**config.mk**
```make
export PLATFORM = sky130hd
export DESIGN_NAME = pipe_seg_reg
export DESIGN_NICKNAME = d
export VERILOG_FILES = /design/src/rtl/pipe_seg_reg.sv
export SDC_FILE = /design/constraint.sdc
export NUM_CORES = 1
export LEC_CHECK = 0
export BUFFER_PORTS_ARGS = -buffer_cell sky130_fd_sc_hd__buf_2
export CORE_ASPECT_RATIO = 2
export CORE_MARGIN = 4
export CORE_UTILIZATION = 25
export CTS_CLUSTER_SIZE = 8
export DETAILED_ROUTE_END_ITERATION = 7
export SLEW_MARGIN = 5
export SYNTH_ARGS = -nofsm -noshare
export SYNTH_HDL_FRONTEND = slang
export SYNTH_SLANG_ARGS = --single-unit
```
**constraint.sdc**
```tcl
create_clock -name clk -period 3 [get_ports clk]
set_input_delay 0.6 -clock clk [delete_from_list [all_inputs] [get_ports clk]]
set_output_delay 0.6 -clock clk [all_outputs]
set_load 0.02 [all_outputs]
```
**src/rtl/pipe_seg_reg.sv**
```systemverilog
// pipe_seg_reg: parametrised inter-stage pipeline register for the RISC-V CPU.
// Carries a data payload and a control payload through DEPTH register stages,
// each with its own valid bit. Supports stall, synchronous flush with selectable
// priority over stall, and a saturating bubble counter for perf/debug.
// A slot that is invalid or flushed always holds all-zero control, so the
// downstream stages never see a write or branch enable from a bubble.
module pipe_seg_reg #(
  parameter int DATA_W           = 64,
  parameter int CTRL_W           = 24,
  parameter int DEPTH            = 1,
  parameter int CLR_DATA         = 0,
  parameter int FLUSH_OVER_STALL = 1,
  parameter int CNT_W            = 16
) (
  input  logic              clk,
  input  logic              rst_n,
  input  logic              en,
  input  logic              flush,
  input  logic              in_valid,
  input  logic [DATA_W-1:0] in_data,
  input  logic [CTRL_W-1:0] in_ctrl,
  output logic              out_valid,
  output logic [DATA_W-1:0] out_data,
  output logic [CTRL_W-1:0] out_ctrl,
  output logic              busy,
  output logic [CNT_W-1:0]  bubble_cnt,
  input  logic              cnt_clr
);

  // Only 1..4 stages make sense for a CPU segment register.
  if (DEPTH < 1 || DEPTH > 4) begin : g_bad_depth
    $error("pipe_seg_reg: DEPTH must be in 1..4");
  end

  localparam bit CLR_D = (CLR_DATA != 0);
  localparam bit FOS   = (FLUSH_OVER_STALL != 0);

  logic [DEPTH-1:0]             valid_q;
  logic [DEPTH-1:0][DATA_W-1:0] data_q;
  logic [DEPTH-1:0][CTRL_W-1:0] ctrl_q;
  logic [CNT_W-1:0]             bubble_cnt_q;

  // Effective flush: with the legacy behaviour a flush seen during a stall is
  // dropped, not remembered; the requester has to hold it until en=1.
  logic fl;
  assign fl = flush & (en | FOS);

  // One bubble per edge, regardless of how many stages the register has.
  logic bubble_ev;
  assign bubble_ev = fl | (en & ~in_valid);

  // Stage registers: flush beats advance, advance beats hold.
  // NOTE: the payload registers get reset too (not just the valid bits), so
  // out_data reads 0 straight out of reset instead of whatever powered up.
  always_ff @(posedge clk or negedge rst_n) begin
    if (!rst_n) begin
      valid_q <= '0;
      data_q  <= '0;
      ctrl_q  <= '0;
    end else if (fl) begin
      valid_q <= '0;
      ctrl_q  <= '0;
      if (CLR_D) data_q <= '0;
    end else if (en) begin
      // NOTE: non-blocking assignments make every stage sample the old value
      // of its predecessor, so the loop order below does not matter.
      valid_q[0] <= in_valid;
      ctrl_q[0]  <= in_valid ? in_ctrl : '0;
      data_q[0]  <= (CLR_D && !in_valid) ? '0 : in_data;
      for (int k = 1; k < DEPTH; k++) begin
        valid_q[k] <= valid_q[k-1];
        ctrl_q[k]  <= ctrl_q[k-1];
        data_q[k]  <= data_q[k-1];
      end
    end
  end

  // Saturating bubble counter; a clear wins over a same-edge increment.
  always_ff @(posedge clk or negedge rst_n) begin
    if (!rst_n) begin
      bubble_cnt_q <= '0;
    end else if (cnt_clr) begin
      bubble_cnt_q <= '0;
    end else if (bubble_ev && (bubble_cnt_q != {CNT_W{1'b1}})) begin
      bubble_cnt_q <= bubble_cnt_q + 1'b1;
    end
  end

  // Outputs come straight from registers; no input-to-output path.
  assign out_valid  = valid_q[DEPTH-1];
  assign out_data   = data_q[DEPTH-1];
  assign out_ctrl   = ctrl_q[DEPTH-1];
  assign busy       = |valid_q;
  assign bubble_cnt = bubble_cnt_q;

endmodule

```
Word-level counts from Yosys, hierarchy flattened:

Cells that the tools add are included.

* register bits after elaboration: 105
* input bits: 94
* output and inout port bits: 106
* word-level logic and storage cells: 21

* add/subtract/negate cells: 1
* eq/ne operators: 1
* multiplexer cells: 7
* bitwise gates (word level): 4
* reduce and logical (&&, ||, !) cells: 4

Operator list (number)
* two-way mux 24 bit: 3
* two-way mux 16 bit: 2
* adder 16 x 1 -> 16 bit, second input constant: 1
* inequality test 16 bit, second input constant: 1
* nonzero test 2 bit: 2
* two-way mux 1 bit: 2
* inverter 1 bit: 2
* AND reduction 2 bit: 1
* bitwise AND 1 bit: 1
* logical AND 1 bit: 1
* bitwise OR 1 bit: 1

Logic depth before layout (Yosys ltp):

* word-level depth: 6
* gate-level depth with buffers: 7
* mapped depth without buffers: 5

Least setup slack after synthesis:

No wires, ideal clock.

* path kind: reg2reg
* start point: reg bubble_cnt_q[0] (netlist: bubble_cnt[0])
* end point: reg bubble_cnt_q[6] (netlist: bubble_cnt[6])
* setup time: 125 ps
* data arrival time: 1806 ps
* required time: 2875 ps
* path slack: 1069 ps
* cell stages (with the launch flop): 7
* path buffers: 1
* clock period less this slack: 1931 ps
* cells stage by stage: dfrtp_1 ha_1 nand4_4 nor4_4 buf_6 nor4b_2 mux2_4

* cells in the longest elaborated chain, start to end: 3
* elaborated cells on any way between the ends: 6
* those cells by class: add/sub (1); eq/ne (1); mux (2); reduce/logical (2)

RTL lines
* from (decl): line 41 `logic [CNT_W-1:0] bubble_cnt_q;`
* from (signal assigned): line 85 `bubble_cnt_q <= bubble_cnt_q + 1'b1;`
* adder 16 x 1 -> 16 bit or inequality test 16 bit (tied branches): line 85, 84
* two-way mux 16 bit or logical AND 1 bit (tied branches): line 84 `end else if (bubble_ev && (bubble_cnt_q != {CNT_W{1'b1}})) begin`
* two-way mux 16 bit or nonzero test 2 bit (tied branches)

Several ways; a longest one is shown, not always the timed one. The select of a mux whose other input is x is not followed.
A chain may end at the register's enable or synchronous reset.

Worst setup path in the final report:

* start point: reg bubble_cnt_q[0] (netlist: bubble_cnt[0])
* end point: reg bubble_cnt_q[7] (netlist: bubble_cnt[7])

The elaborated chain is that of the path after synthesis.

==> metrics.txt <==
# TYPE chip_impl_metric gauge
chip_impl_info{name="outcome",value="complete, no violations"} 1
chip_impl_info{name="synth_largest_area_cell",value="dfrtp_1"} 1
chip_impl_metric{name="detailedPlace.worstSlack",unit="ps"} 833
chip_impl_metric{name="hold_violations",unit=""} 0
chip_impl_info{name="hold_path_class",value="input port to asynchronous set/reset pin"} 1
chip_impl_metric{name="die-width",unit="um"} 100
chip_impl_info{name="crit_path_start",value="bubble_cnt[0]"} 1
chip_impl_metric{name="antenna_cells",unit=""} 0
chip_impl_metric{name="switching_share",unit=""} 0.269
chip_impl_info{name="reg2reg_to",value="bubble_cnt[7]"} 1
chip_impl_metric{name="synth-async-reset-ratio",unit=""} 1.00
chip_impl_info{name="worst_setup_path_end_kind",value="flop"} 1
chip_impl_metric{name="port_buffers",unit=""} 199
chip_impl_metric{name="worst_slew_margin_rel",unit=""} 0.423
chip_impl_metric{name="yosysTopAreaCellShare",unit=""} 0.616
chip_impl_metric{name="detail_route.wirelength",unit="mm"} 10.8
chip_impl_metric{name="yosysWarningCount",unit=""} 0
chip_impl_metric{name="gr-total-overflow",unit=""} 0
chip_impl_info{name="regToRegStartpoint",value="bubble_cnt[0]"} 1
chip_impl_metric{name="final_net_count",unit=""} 582
chip_impl_metric{name="maximum_clock_rate",unit="MHz"} 457
chip_impl_metric{name="antenna_found_initial",unit=""} 0
chip_impl_metric{name="cts_setup_buffers",unit=""} 0
chip_impl_metric{name="syn-num-nets",unit=""} 386
chip_impl_metric{name="std_cell_rows",unit=""} 67
chip_impl_metric{name="share_seq_of_total_power",unit=""} 0.449
chip_impl_metric{name="internal_power",unit="uW"} 2650
chip_impl_metric{name="grt_pass1_vias",unit=""} 3274
chip_impl_metric{name="grt_max_degree",unit=""} 66
chip_impl_metric{name="share_clk_of_total_power",unit=""} 0.375
chip_impl_metric{name="grt_first_pass_wirelength",unit="mm"} 16.6
chip_impl_metric{name="power_density",unit="nW/um^2"} 620
chip_impl_metric{name="filler_cell_count",unit=""} 1720
chip_impl_metric{name="layout_setup_ws",unit="ps"} 813
chip_impl_metric{name="r2r_setup_slack",unit="ps"} 810
chip_impl_info{name="yosysMostFrequentCell",value="dfrtp_1"} 1
chip_impl_metric{name="die_area",unit="um^2"} 19300
chip_impl_info{name="critPathKind",value="flop to flop"} 1
chip_impl_metric{name="drt-vias-per-instance",unit=""} 4.57
chip_impl_metric{name="p_leak",unit="uW"} 0.00286
chip_impl_metric{name="number_of_enable_type_register_cells_in_the_synthesized_netlist",unit=""} 0
chip_impl_metric{name="clkSinkCount",unit=""} 105
chip_impl_metric{name="ys_ff_latch",unit=""} 105
chip_impl_metric{name="first_pass_detailed_route_iteration_total",unit=""} 4
chip_impl_metric{name="fin_crit",unit="ps"} 2190
chip_impl_metric{name="ios",unit=""} 200
chip_impl_metric{name="p_comb_frac",unit=""} 0.176
chip_impl_metric{name="holdBufCountCts",unit=""} 0
chip_impl_metric{name="global_route.usage.total",unit=""} 0.109
chip_impl_metric{name="tritoncts.num_buffers",unit=""} 9
chip_impl_metric{name="setup_tns",unit="ps"} 0
chip_impl_metric{name="sum_of_net_half_perimeters_after_detailed_placement",unit="mm"} 8.35
chip_impl_info{name="cts_tree",value="done"} 1
chip_impl_metric{name="critPathArrivalTime",unit="ps"} 2460
chip_impl_info{name="synthTopCellsByCount",value="dfrtp_1, mux2_2, a22o_1, a21oi_1"} 1
chip_impl_metric{name="report.power.total",unit="uW"} 3620
chip_impl_metric{name="maxCapViolations",unit=""} 0
chip_impl_metric{name="drt-wirelength-per-cell",unit="um"} 15.5
chip_impl_metric{name="clock_tree.buffer_depth",unit=""} 2
chip_impl_metric{name="gpl_wtd_cong",unit=""} 0.738
chip_impl_metric{name="die_outline_height",unit="um"} 193
chip_impl_metric{name="post_cts.resized_instances",unit=""} 0
chip_impl_metric{name="clk_pin_slew_worst_paths",unit="ps"} 70
chip_impl_info{name="rsz_0062_raised_after_global_routing",value="false"} 1
chip_impl_metric{name="number_of_h_tree_levels",unit=""} 3
chip_impl_metric{name="layout_cells_sized_above_1",unit=""} 0.612
chip_impl_info{name="ys_dominant_reg_cell",value="dfrtp_1"} 1
chip_impl_metric{name="core_area",unit="um^2"} 16800
chip_impl_metric{name="synth.cell_area",unit="um^2"} 4270
chip_impl_metric{name="ir_worst_vdd",unit="V"} 0.000332
chip_impl_metric{name="synth_cell_type_count",unit=""} 34
chip_impl_metric{name="ff2ff_path_depth",unit=""} 6
chip_impl_metric{name="power.switching",unit="uW"} 974
chip_impl_metric{name="first_iter_violations",unit=""} 42
chip_impl_metric{name="fin_skew",unit="ps"} 2.15
chip_impl_metric{name="initial_core_util",unit=""} 0.254
chip_impl_info{name="clockRootBuffer",value="clkbuf_16"} 1
chip_impl_metric{name="final.period_utilization",unit=""} 0.729
chip_impl_metric{name="yosysSeqAreaShare",unit=""} 0.616
chip_impl_metric{name="synthesis.area_per_instance",unit="um^2"} 14.7
chip_impl_metric{name="final-max-slew-violation-count",unit=""} 0
chip_impl_metric{name="critical_path_required",unit="ps"} 3270
chip_impl_metric{name="clock_latency",unit="ps"} 340
chip_impl_metric{name="drc",unit=""} 0
chip_impl_metric{name="layout-area-overhead-vs-synth",unit="%"} 36.9
chip_impl_info{name="setup.worst_path.start_class",value="flop"} 1
chip_impl_metric{name="syn_inst",unit=""} 291
chip_impl_metric{name="largest_fanout_on_the_critical_path",unit=""} 14
chip_impl_metric{name="holdWs",unit="ps"} 264
chip_impl_metric{name="routed-via-count",unit=""} 3197
chip_impl_info{name="ys_top_cells_by_area",value="dfrtp_1, mux2_2, a22o_1, mux2_4, or4_1"} 1
chip_impl_info{name="endpoint",value="bubble_cnt[7]"} 1
chip_impl_metric{name="ant_nets",unit=""} 0
chip_impl_metric{name="worst-slew-pin-transition",unit="ps"} 862
chip_impl_metric{name="final_setup_fails",unit=""} 0
how the worst min path moves through the flow:
stage                          to  cells after the start   from
finish               out_data[39]                      1  rst_n
global route          out_data[3]                      1  rst_n
CTS                  out_data[39]                      1  rst_n
detailed placement           busy                      1   busy
global placement             busy                      1   busy
floorplan           bubble_cnt[0]                      0  rst_n
cell type report:
class / count / area, um^2 / share of cell area
flip-flops and latches: 105 / 2630 / 0.450
multi-input cells: 166 / 1540 / 0.264
repair buffers: 204 / 1060 / 0.182
well taps: 207 / 259 / 0.0444
clock buffers: 9 / 225 / 0.0386
clock inverters: 7 / 124 / 0.0212
inverters: 1 / 3.75 / 0.000643
cells in the final DEF (no fill, tap or decap), types with 3 or more instances in the layout:
master,instances
a21oi_1,10
a22o_1,24
and4_1,3
buf_2,198
buf_4,4
bufinv_16,3
clkbuf_16,9
dfrtp_1,105
mux2_2,64
mux2_4,5
nand2_1,3
nand3_1,6
nor2_1,6
nor2b_1,6
nor4_2,3
o21ai_1,3
o31ai_1,7
or4_1,8
flip-flops by register name, summed over array words and instances (netlist names):
name        cells
out_ctrl       24
busy            1
out_data       64
bubble_cnt     16
power groups by stage:
stage          combinational [uW]  sequential [uW]  clock [uW]
2_1_floorplan                 176             1840           0
3_3_place_gp                  640             1650           0
3_5_place_dp                  652             1660           0
4_1_cts                       652             1630        1410
5_1_grt                       687             1650        1470
6_report                      638             1630        1360
metal layers:
| layer | routed length, um | GRT usage | vias up |
|---|---|---|---|
| met3 | 721 | 0.0253 | 9 |
| met2 | 5940 | 0.195 | 118 |
| met1 | 3990 | 0.123 | 1602 |
| met5 | 0 | 0 | - |
| li1 | - | - | 1468 |
| met4 | 176 | 0.0441 | 0 |
cell families after synthesis:
family,synth area share
mux,0.187
compound gates,0.0845
buf+inv,0.0252
simple gates,0.0850
flops,0.616
fa+ha+maj,0.00293
per-stage QoR:
stage               utilization  instance area [um^2]  instances
CTS                       0.348                  5840        699
global placement          0.327                  5490        683
global route              0.348                  5840        699
floorplan                     -                  4270        291
detailed placement        0.327                  5490        683
finish                    0.348                  5840        699
worst max-delay path: stages (launching register included):
cell,delay (ps)
dfrtp_1,430
ha_1,260
nand4_4,210
nor4_4,660
buf_4,310
o31ai_1,90
a21oi_1,160
No activity file was read; power rests on OpenSTA's default activity.
